===== config.mk =====
export PLATFORM = sky130hd
export DESIGN_NAME = reg_trace_flat
export DESIGN_NICKNAME = d
export VERILOG_FILES = /design/src/rtl/reg_trace_if.sv /design/src/rtl/reg_trace.sv /design/src/flat_wrapper.sv
export SDC_FILE = /design/constraint.sdc
export NUM_CORES = 1
export LEC_CHECK = 0
export ABC_AREA = 1
export CORE_UTILIZATION = 49
export CTS_CLUSTER_DIAMETER = 40
export DETAILED_ROUTE_END_ITERATION = 7
export PLACE_DENSITY = 0.77
export SYNTH_ARGS = -nofsm -noshare
export SYNTH_HDL_FRONTEND = slang
export SYNTH_SLANG_ARGS = --single-unit
export TNS_END_PERCENT = 100

===== constraint.sdc =====
create_clock -name clk_1Hz -period 2.4 [get_ports clk_1Hz]
set_input_delay 0.48 -clock clk_1Hz [delete_from_list [all_inputs] [get_ports clk_1Hz]]
set_output_delay 0.48 -clock clk_1Hz [all_outputs]
set_load 0.05 [all_outputs]

===== src/rtl/reg_trace_if.sv =====
// Trace-FIFO bus: capture control, pop port and status.
interface reg_trace_if #(
  parameter int DEPTH = 4
);
  localparam int CW = $clog2(DEPTH) + 1;

  logic          start;
  logic [3:0]    q_in;
  logic          rd_en;
  logic [3:0]    rd_data;
  logic          rd_valid;
  logic          empty;
  logic          full;
  logic [CW-1:0] count;
  logic          overflow;
  logic [7:0]    chg_cnt;
  logic [1:0]    state;

  modport master (
    output start, q_in, rd_en,
    input  rd_data, rd_valid, empty, full,
    input  count, overflow, chg_cnt, state
  );

  modport slave (
    input  start, q_in, rd_en,
    output rd_data, rd_valid, empty, full,
    output count, overflow, chg_cnt, state
  );
endinterface


===== src/rtl/reg_trace.sv =====
// Change-trace recorder: pushes each new q_in value into a
// small FIFO while capturing; entries are popped via rd_en.
module reg_trace #(
  parameter int DEPTH        = 4,
  parameter bit STOP_ON_FULL = 1'b0
) (
  input logic         clk_1Hz,
  input logic         clr,
  reg_trace_if.slave  bus
);
  localparam int AW = $clog2(DEPTH);
  localparam int CW = AW + 1;

  typedef enum logic [1:0] {
    IDLE    = 2'b00,
    ARM     = 2'b01,
    CAPTURE = 2'b10,
    HALT    = 2'b11
  } state_t;

  state_t        st;
  logic [3:0]    prev;
  logic [AW-1:0] wr_ptr;
  logic [AW-1:0] rd_ptr;
  logic [CW-1:0] cnt;
  logic [CW-1:0] cnt_nxt;
  logic [3:0]    mem [DEPTH];
  logic [3:0]    rd_data;
  logic          rd_valid;
  logic          overflow;
  logic [7:0]    chg_cnt;
  logic          is_empty;
  logic          is_full;
  logic          change;
  logic          pop;
  logic          push;
  logic          drop;

  assign is_empty = (cnt == '0);
  assign is_full  = (cnt == CW'(DEPTH));
  assign change   = (st == CAPTURE) && (bus.q_in != prev);
  assign pop      = bus.rd_en && !is_empty;
  // a pop frees the slot, so a full FIFO can still take the push
  assign push     = change && (!is_full || pop);
  assign drop     = change && is_full && !pop;
  assign cnt_nxt  = cnt + CW'(push) - CW'(pop);

  always_ff @(posedge clk_1Hz or posedge clr) begin
    if (clr) begin
      st       <= IDLE;
      prev     <= '0;
      wr_ptr   <= '0;
      rd_ptr   <= '0;
      cnt      <= '0;
      rd_data  <= '0;
      rd_valid <= 1'b0;
      overflow <= 1'b0;
      chg_cnt  <= '0;
    end else begin
      rd_valid <= pop;
      cnt      <= cnt_nxt;
      if (pop) begin
        rd_data <= mem[rd_ptr];
        rd_ptr  <= rd_ptr + 1'b1;
      end
      if (push)
        wr_ptr <= wr_ptr + 1'b1;
      if (drop)
        overflow <= 1'b1;
      if (change && chg_cnt != 8'hFF)
        chg_cnt <= chg_cnt + 8'd1;
      unique case (st)
        IDLE:
          if (bus.start)
            st <= ARM;
        ARM: begin
          prev <= bus.q_in;
          st   <= CAPTURE;
        end
        CAPTURE: begin
          prev <= bus.q_in;
          if (STOP_ON_FULL && push &&
              cnt_nxt == CW'(DEPTH))
            st <= HALT;
        end
        HALT:
          if (cnt_nxt == '0)
            st <= IDLE;
        default:
          st <= IDLE;
      endcase
    end
  end

  // storage is left uncleared; pointers and count define content
  always_ff @(posedge clk_1Hz) begin
    if (push)
      mem[wr_ptr] <= bus.q_in;
  end

  assign bus.rd_data  = rd_data;
  assign bus.rd_valid = rd_valid;
  assign bus.empty    = is_empty;
  assign bus.full     = is_full;
  assign bus.count    = cnt;
  assign bus.overflow = overflow;
  assign bus.chg_cnt  = chg_cnt;
  assign bus.state    = st;
endmodule

===== src/flat_wrapper.sv =====
// flat-port wrapper written by rule: the top's interface ports become plain ports
module reg_trace_flat 
#(
  parameter int DEPTH        = 4,
  parameter bit STOP_ON_FULL = 1'b0
)
  (clk_1Hz, clr, bus_start, bus_q_in, bus_rd_en, bus_rd_data, bus_rd_valid, bus_empty, bus_full, bus_count, bus_overflow, bus_chg_cnt, bus_state);
  reg_trace_if #(.DEPTH(DEPTH)) bus_i ();
  input logic clk_1Hz;
  input logic clr;
  input wire logic [$bits(bus_i.start)-1:0] bus_start;
  input wire logic [$bits(bus_i.q_in)-1:0] bus_q_in;
  input wire logic [$bits(bus_i.rd_en)-1:0] bus_rd_en;
  output wire logic [$bits(bus_i.rd_data)-1:0] bus_rd_data;
  output wire logic [$bits(bus_i.rd_valid)-1:0] bus_rd_valid;
  output wire logic [$bits(bus_i.empty)-1:0] bus_empty;
  output wire logic [$bits(bus_i.full)-1:0] bus_full;
  output wire logic [$bits(bus_i.count)-1:0] bus_count;
  output wire logic [$bits(bus_i.overflow)-1:0] bus_overflow;
  output wire logic [$bits(bus_i.chg_cnt)-1:0] bus_chg_cnt;
  output wire logic [$bits(bus_i.state)-1:0] bus_state;
  assign bus_i.start = bus_start;
  assign bus_i.q_in = bus_q_in;
  assign bus_i.rd_en = bus_rd_en;
  assign bus_rd_data = bus_i.rd_data;
  assign bus_rd_valid = bus_i.rd_valid;
  assign bus_empty = bus_i.empty;
  assign bus_full = bus_i.full;
  assign bus_count = bus_i.count;
  assign bus_overflow = bus_i.overflow;
  assign bus_chg_cnt = bus_i.chg_cnt;
  assign bus_state = bus_i.state;
  reg_trace #(.DEPTH(DEPTH), .STOP_ON_FULL(STOP_ON_FULL)) u_core (.clk_1Hz(clk_1Hz), .clr(clr), .bus(bus_i));
endmodule

==> impl_metrics.json, run 1 <==
{
  "status": "completed",
  "whs_path_depth": 1,
  "finalWirelength_um": 3880,
  "dp_hpwl_um": 2730,
  "stdcell_count": 330,
  "insertion_delay_ps": 300,
  "synthMuxAreaShare": 0,
  "portBuffers": 28,
  "cp-end-kind": "output port",
  "grt_setup_unrepaired": "true",
  "drc": 0,
  "finalSetupViolCount": 0,
  "clk_pin_slew_ps": 90,
  "tritoncts": "yes",
  "synthXorXnorAreaFrac": 0.0204,
  "hold_path.class": "flip-flop to flip-flop",
  "synth_area_mm2": 0.00215,
  "startpoint": "u_core.bus.count[1]",
  "synth_cell_types": 22,
  "hold_start": "u_core.bus.overflow",
  "drt_iter0_markers": 48,
  "netlist_instances": 235,
  "clockRootBuffer": "clkbuf_8",
  "overflow": 0,
  "coreArea_mm2": 0.00412,
  "synth-simple-area-share": 0.248,
  "track_usage": 0.192,
  "leakagePower_nw": 1.26,
  "reg2regPathDepth": 14,
  "critPathTopFamily": "buffers and inverters",
  "crit_slowest_cell": "clkdlybuf4s50_1",
  "antenna_cells": 0,
  "cts_num_sinks": 43,
  "critical-path-max-stage-delay_ps": 830,
  "cts_made_buffers": 5,
  "ioPinCount": 29,
  "first_global_vias": 1461,
  "slew_viol_final": 0,
  "max-cap-violations": 0,
  "cp-start-kind": "flip-flop",
  "path_depth": 2,
  "final_net_count": 300,
  "drive_gt1_frac": 0.143,
  "place_inst": 321,
  "viasPerCell": 4.89,
  "tightest_slew_ps": 500,
  "ff2ff_setup_slack_ps": 130,
  "ys_ff_latch": 43,
  "wl_per_cell_um": 11.7,
  "antenna_found_initial": 0,
  "cts_buffer_depth": 2,
  "finalHoldViolations": 0,
  "grt_start_max_net_pins": 28,
  "slew_headroom": 0.665,
  "htree_levels": 2,
  "synth_top_family_by_area": "simple AND/OR/NAND/NOR gates",
  "rows": 23,
  "dieArea_mm2": 0.00466,
  "max_freq_ghz": 0.431,
  "cp.arrival_ps": 1840,
  "r2r_start": "u_core.bus.count[0]",
  "mappedNetlistNets": 256,
  "start_util": 0.522,
  "dieHeight_um": 68.2,
  "ys_warn_count": 0,
  "hold_slack_ps": 506,
  "power_density_mw_per_mm2": 1290,
  "die_w_um": 68.2,
  "yosysSeqAreaShare": 0.538,
  "ant_nets": 0,
  "grt_pass1_wl_um": 6310,
  "cp_cell_sequence": "nor3_4 -> clkdlybuf4s50_1",
  "critPathKind": "flip-flop to output port",
  "dr.pass1.iters": 4,
  "place.gp.congestion": 0.764,
  "vias": 1613,
  "syn_to_final_growth_pct": 26.4,
  "synthAdderAreaFrac": 0.0792,
  "hold_buffers": 0,
  "cp_max_fo": 6,
  "vdd_drop_max_mv": 0.821,
  "final.period_utilization": 0.966,
  "skew_ps": 12.2,
  "synth-compound-area-share": 0.0501,
  "required_ps": 1920,
  "path_buf_inv": 1,
  "period_minus_slack_ps": 2320,
  "syn_area_per_cell_um2": 9.15
}
-- worst reg2reg max path, cell delays in order, from the launching register on --
cell and delay, ps:
dfrtp_2 460, nor3_4 230, nor2_4 60, ha_4 230, inv_2 60, ha_4 110, inv_2 30, fa_1 520
inv_2 40, nor2_2 80, nand3_1 70, nand2_1 90, nand2_1 70, nand2_1 60, nand2_1 50
-- report_power, final --
part           switching (mW)  total (mW)  internal, mW  leakage [nW]
registers               0.230        1.23         0.996         0.475
logic                    1.15        1.82         0.676         0.744
clock network           0.243       0.446         0.203        0.0412
total                    1.62        3.49          1.88          1.26
-- cell usage after synthesis --
cell,instances,area [µm²]
a21oi_1,1,5.00
a31oi_1,4,25.0
buf_2,3,15.0
clkbuf_1,1,3.75
dfrtp_1,27,676
edfxtp_1,16,480
fa_1,1,20.0
ha_1,12,150
inv_1,32,120
nand2_1,63,236
nand3_1,6,30.0
nand3_2,1,10.0
nand3_4,2,35.0
nand3b_1,1,7.51
nand4_1,10,62.6
nor2_1,32,120
nor2_4,1,11.3
nor3_2,2,20.0
o21ai_0,14,70.1
o21bai_1,1,7.51
xnor2_1,1,8.76
xor2_1,4,35.0
-- registers in the layout, indices dropped and copies added (netlist names) --
signal               cells
u_core.wr_ptr            2
u_core.bus.count         3
u_core.bus.state         2
u_core.bus.rd_data       4
u_core.bus.overflow      1
u_core.bus.chg_cnt       8
u_core.mem              16
u_core.rd_ptr            2
u_core.prev              4
u_core.bus.rd_valid      1
-- per-stage QoR --
stage	utilization	setup TNS (ps)	power (mW)	setup slack (ps)	instance area (µm²)
2_1_floorplan	-	-794	2.46	-398	2190
3_3_place_gp	0.633	-551	2.96	-279	2610
3_5_place_dp	0.633	-658	3.01	-334	2610
4_1_cts	0.653	0	3.47	0.0584	2690
5_1_grt	0.660	-112	3.77	-63.2	2720
6_report	0.660	0	3.49	80.7	2720
-- cell families (layout without fill, tap and decap cells) --
group	after synthesis	in the layout
flip-flops	43	43
adder cells (fa/ha/maj)	13	13
AO/OA/AOI/OAI	20	20
XOR/XNOR	5	5
AND/OR/NAND/NOR	118	118
buffers and inverters	36	81
-- metal layers --
metal	wire, µm	GRT usage	up-vias
met5	0	0	-
met4	68	0.0651	0
met3	133	0.0600	7
met2	2000	0.359	30
met1	1680	0.200	735
li1	-	-	841
-- timing repair --
| item | CTS | global route |
|---|---|---|
| endpoints found under the setup margin | 2 | 2 |
| buffers inserted | 0 | 1 |
| resized for setup | 4 | 9 |
| pin swaps | 0 | 6 |
-- placed cells by master, fill, tap and decap left out, types with 3 or more instances in the layout --
cell type,instances
dfrtp_2,3
dlygate4sd2_1,3
clkdlybuf4s50_1,23
dfrtp_1,24
ha_1,10
nand3_1,5
inv_1,27
nor2_1,30
nand2_1,62
nand4_1,10
xor2_1,4
o21ai_0,14
buf_4,13
a31oi_1,4
edfxtp_1,16
inv_2,5
clkbuf_8,5
-- area by class of cell --
type                       count  area, µm²
sequential                    43       1160
fill                         326       1400
clock inverter                 2       12.5
tap                           50       62.6
timing repair buffer          41        379
inverter                      32        120
multi-input combinational    156        910
clock buffer                   6       72.6
-- final timing paths --
check / to
worst max-delay path: bus_full
worst min-delay path: u_core.bus.overflow
worst max register to register: u_core.bus.state[0]
worst min register to register: u_core.bus.overflow
max in group asynchronous: u_core.bus.count[0]
min in group asynchronous: u_core.bus.chg_cnt[5]
Note: power is estimated with default switching activity, not from simulation.
==> run 2: changes to the inputs <==
==> constraint.sdc (replaced) <==
create_clock -name clk_1Hz -period 2.4 [get_ports clk_1Hz]
set_input_delay 0.48 -clock clk_1Hz [delete_from_list [all_inputs] [get_ports clk_1Hz]]
set_output_delay 0.48 -clock clk_1Hz [all_outputs]
set_load 0.005 [all_outputs]
==> run 2 against run 1 <==
  * Critical path depth increased by 12
  * Via count increased by 2.4%
  * Total power down 13%
  * Wire length grew 9.5%
  * Die area unchanged
  * Maximum frequency down 0.59%
  * Design area barely moved
  * Critical path type is now flip-flop to flip-flop
  * Largest cell class unchanged
  * Largest power group unchanged
  * Sequential share of layout area is 0.13 points lower
  * Global-route usage grew 0.24 points
  * Cell count increased by 0.61%
==> impl_metrics.json, run 2 (same netlist as run 1, synthesis figures left out) <==
{
  "htree_levels": 2,
  "route.top_layer_used": "met4",
  "cts_num_sinks": 43,
  "insertion_delay_ps": 300,
  "wl_met3_um": 125,
  "final_util": 0.661,
  "fillCellCount": 345,
  "top_regs": "u_core.mem x16, u_core.bus.chg_cnt x8",
  "cts_made_buffers": 5,
  "final_common_cell": "nand2_1",
  "multi_input_area_um2": 888,
  "vias": 1651,
  "dr.pass1.iters": 4,
  "path_depth": 14,
  "start_util": 0.522,
  "final.period_utilization": 0.972,
  "drive_gt1_frac": 0.138,
  "most-common-layout-cells": "nand2_1 (59), nor2_1 (30), inv_1 (30)",
  "final-seq-area_mm2": 0.00116,
  "hold_buffers": 0,
  "cp-end-kind": "flip-flop",
  "wl_met1_um": 1890,
  "top_register": "u_core.mem",
  "tritoncts": "yes",
  "path_buf_inv": 3,
  "die_w_um": 68.2,
  "dieHeight_um": 68.2,
  "rows": 23,
  "cp_cell_sequence": "nor3_4 -> nor2_4 -> ha_1 -> inv_1 -> ha_2 -> inv_2 -> fa_1 -> inv_1 -> nor2_1 -> nand3_1 -> nand2_2 -> nand2_2 -> nand2_2 -> nand2_1",
  "critical-path-max-stage-delay_ps": 470,
  "hold_path.class": "flip-flop to flip-flop",
  "grt_pass1_wl_um": 6470,
  "largest_reg_flops": 16,
  "dieArea_mm2": 0.00466,
  "dpl_worst_slack_ps": -359,
  "stdcell_count": 332,
  "crit_slowest_cell": "fa_1",
  "slew_viol_final": 0,
  "power_density_mw_per_mm2": 1110,
  "required_ps": 2590,
  "cts_buffer_depth": 2,
  "critPathKind": "flip-flop to flip-flop",
  "ff2ff_setup_slack_ps": 70,
  "max_freq_ghz": 0.429,
  "period_minus_slack_ps": 2330,
  "syn_to_final_growth_pct": 26.5,
  "clockRootBuffer": "clkbuf_8",
  "critPathCapture": "u_core.bus.state[1]",
  "track_usage": 0.195,
  "wl_met2_um": 2150,
  "finalSetupViolCount": 0,
  "slew_headroom": 0.679,
  "coreArea_mm2": 0.00412,
  "clk_pin_slew_ps": 80,
  "viasPerCell": 4.97,
  "tightest_slew_ps": 480,
  "wl_per_cell_um": 12.8,
  "grt_start_max_net_pins": 28,
  "vdd_drop_max_mv": 0.613,
  "first_global_vias": 1468,
  "antenna_cells": 0,
  "finalWirelength_um": 4250,
  "reg2regPathDepth": 14,
  "antenna_found_initial": 0,
  "r2r_start": "u_core.bus.count[0]",
  "place_inst": 320,
  "setup_slack_ps": 66.9,
  "grt_setup_unrepaired": "true",
  "skew_ps": 9.33,
  "worst_path_most_repeated_cell": "nand2_2",
  "finalHoldViolations": 0,
  "portBuffers": 28,
  "status": "completed",
  "overflow": 0,
  "cp_max_fo": 4,
  "max-cap-violations": 0,
  "place.gp.congestion": 0.822,
  "dp_hpwl_um": 2950,
  "final_net_count": 302,
  "critPathTopFamily": "adder cells",
  "cp.arrival_ps": 2520,
  "drt_iter0_markers": 52,
  "leakagePower_nw": 1.29,
  "ant_nets": 0,
  "ioPinCount": 29,
  "timing.rr.end": "u_core.bus.state[1]",
  "startpoint": "u_core.bus.count[0]",
  "cp-start-kind": "flip-flop",
  "drc": 0
}
## run 2: changes by cell type in the layout (fill, tap and decap cells not counted), moves of 2 or more
| cell | before | now |
|---|---|---|
| inv_2 | 5 | 2 |
| dfrtp_2 | 3 | 1 |
| dlymetal6s2s_1 | 2 | 4 |
| nand2_1 | 62 | 59 |
| ha_4 | 2 | 0 |
| nand2_2 | 1 | 4 |
| dlygate4sd2_1 | 3 | 1 |
| dfrtp_1 | 24 | 26 |
| inv_1 | 27 | 30 |
## run 2: how the worst min path moves through the flow
stage,startpoint,end,slack [ps],depth (start not counted)
global placement,u_core.bus.overflow,u_core.bus.overflow,480,1
finish,u_core.bus.overflow,u_core.bus.overflow,500,1
global route,u_core.bus.overflow,u_core.bus.overflow,510,1
floorplan,u_core.bus.overflow,u_core.bus.overflow,470,1
CTS,u_core.bus.overflow,u_core.bus.overflow,510,1
detailed placement,u_core.bus.overflow,u_core.bus.overflow,480,1
## run 2: power by group
| group | switching, mW | total, mW | leakage, nW | internal (mW) |
|---|---|---|---|---|
| clock network | 0.253 | 0.457 | 0.0412 | 0.204 |
| registers | 0.221 | 1.21 | 0.477 | 0.993 |
| logic | 0.691 | 1.35 | 0.774 | 0.663 |
## run 2: layout make-up
cell class | count | area share
flip-flops and latches | 43 | 0.426
multi-input cells | 156 | 0.327
repair buffers | 43 | 0.149
inverters | 32 | 0.0442
clock buffers | 6 | 0.0267
well taps | 50 | 0.0230
clock inverters | 2 | 0.00460
## run 2: per-stage QoR
stage / hold WS [ps] / TNS [ps] / instance area (µm²) / total power [mW]
detailed placement: 483 / -716 / 2560 / 2.48
CTS: 505 / 0 / 2640 / 2.93
global placement: 479 / -624 / 2560 / 2.42
floorplan: 468 / 0 / 2150 / 1.94
finish: 505 / 0 / 2720 / 3.02
global route: 512 / -110 / 2720 / 3.27
## run 2: layer usage
layer / vias up / track usage
met5: - / 0
met4: 0 / 0.0938
met3: 7 / 0.0350
met2: 25 / 0.336
met1: 776 / 0.232
li1: 843 / -
## run 2: timing repair
action / in CTS / in global routing
setup endpoints to repair: 2 / 2
pin swaps: 0 / 8
setup buffers: 0 / 4
gates resized for setup: 2 / 17
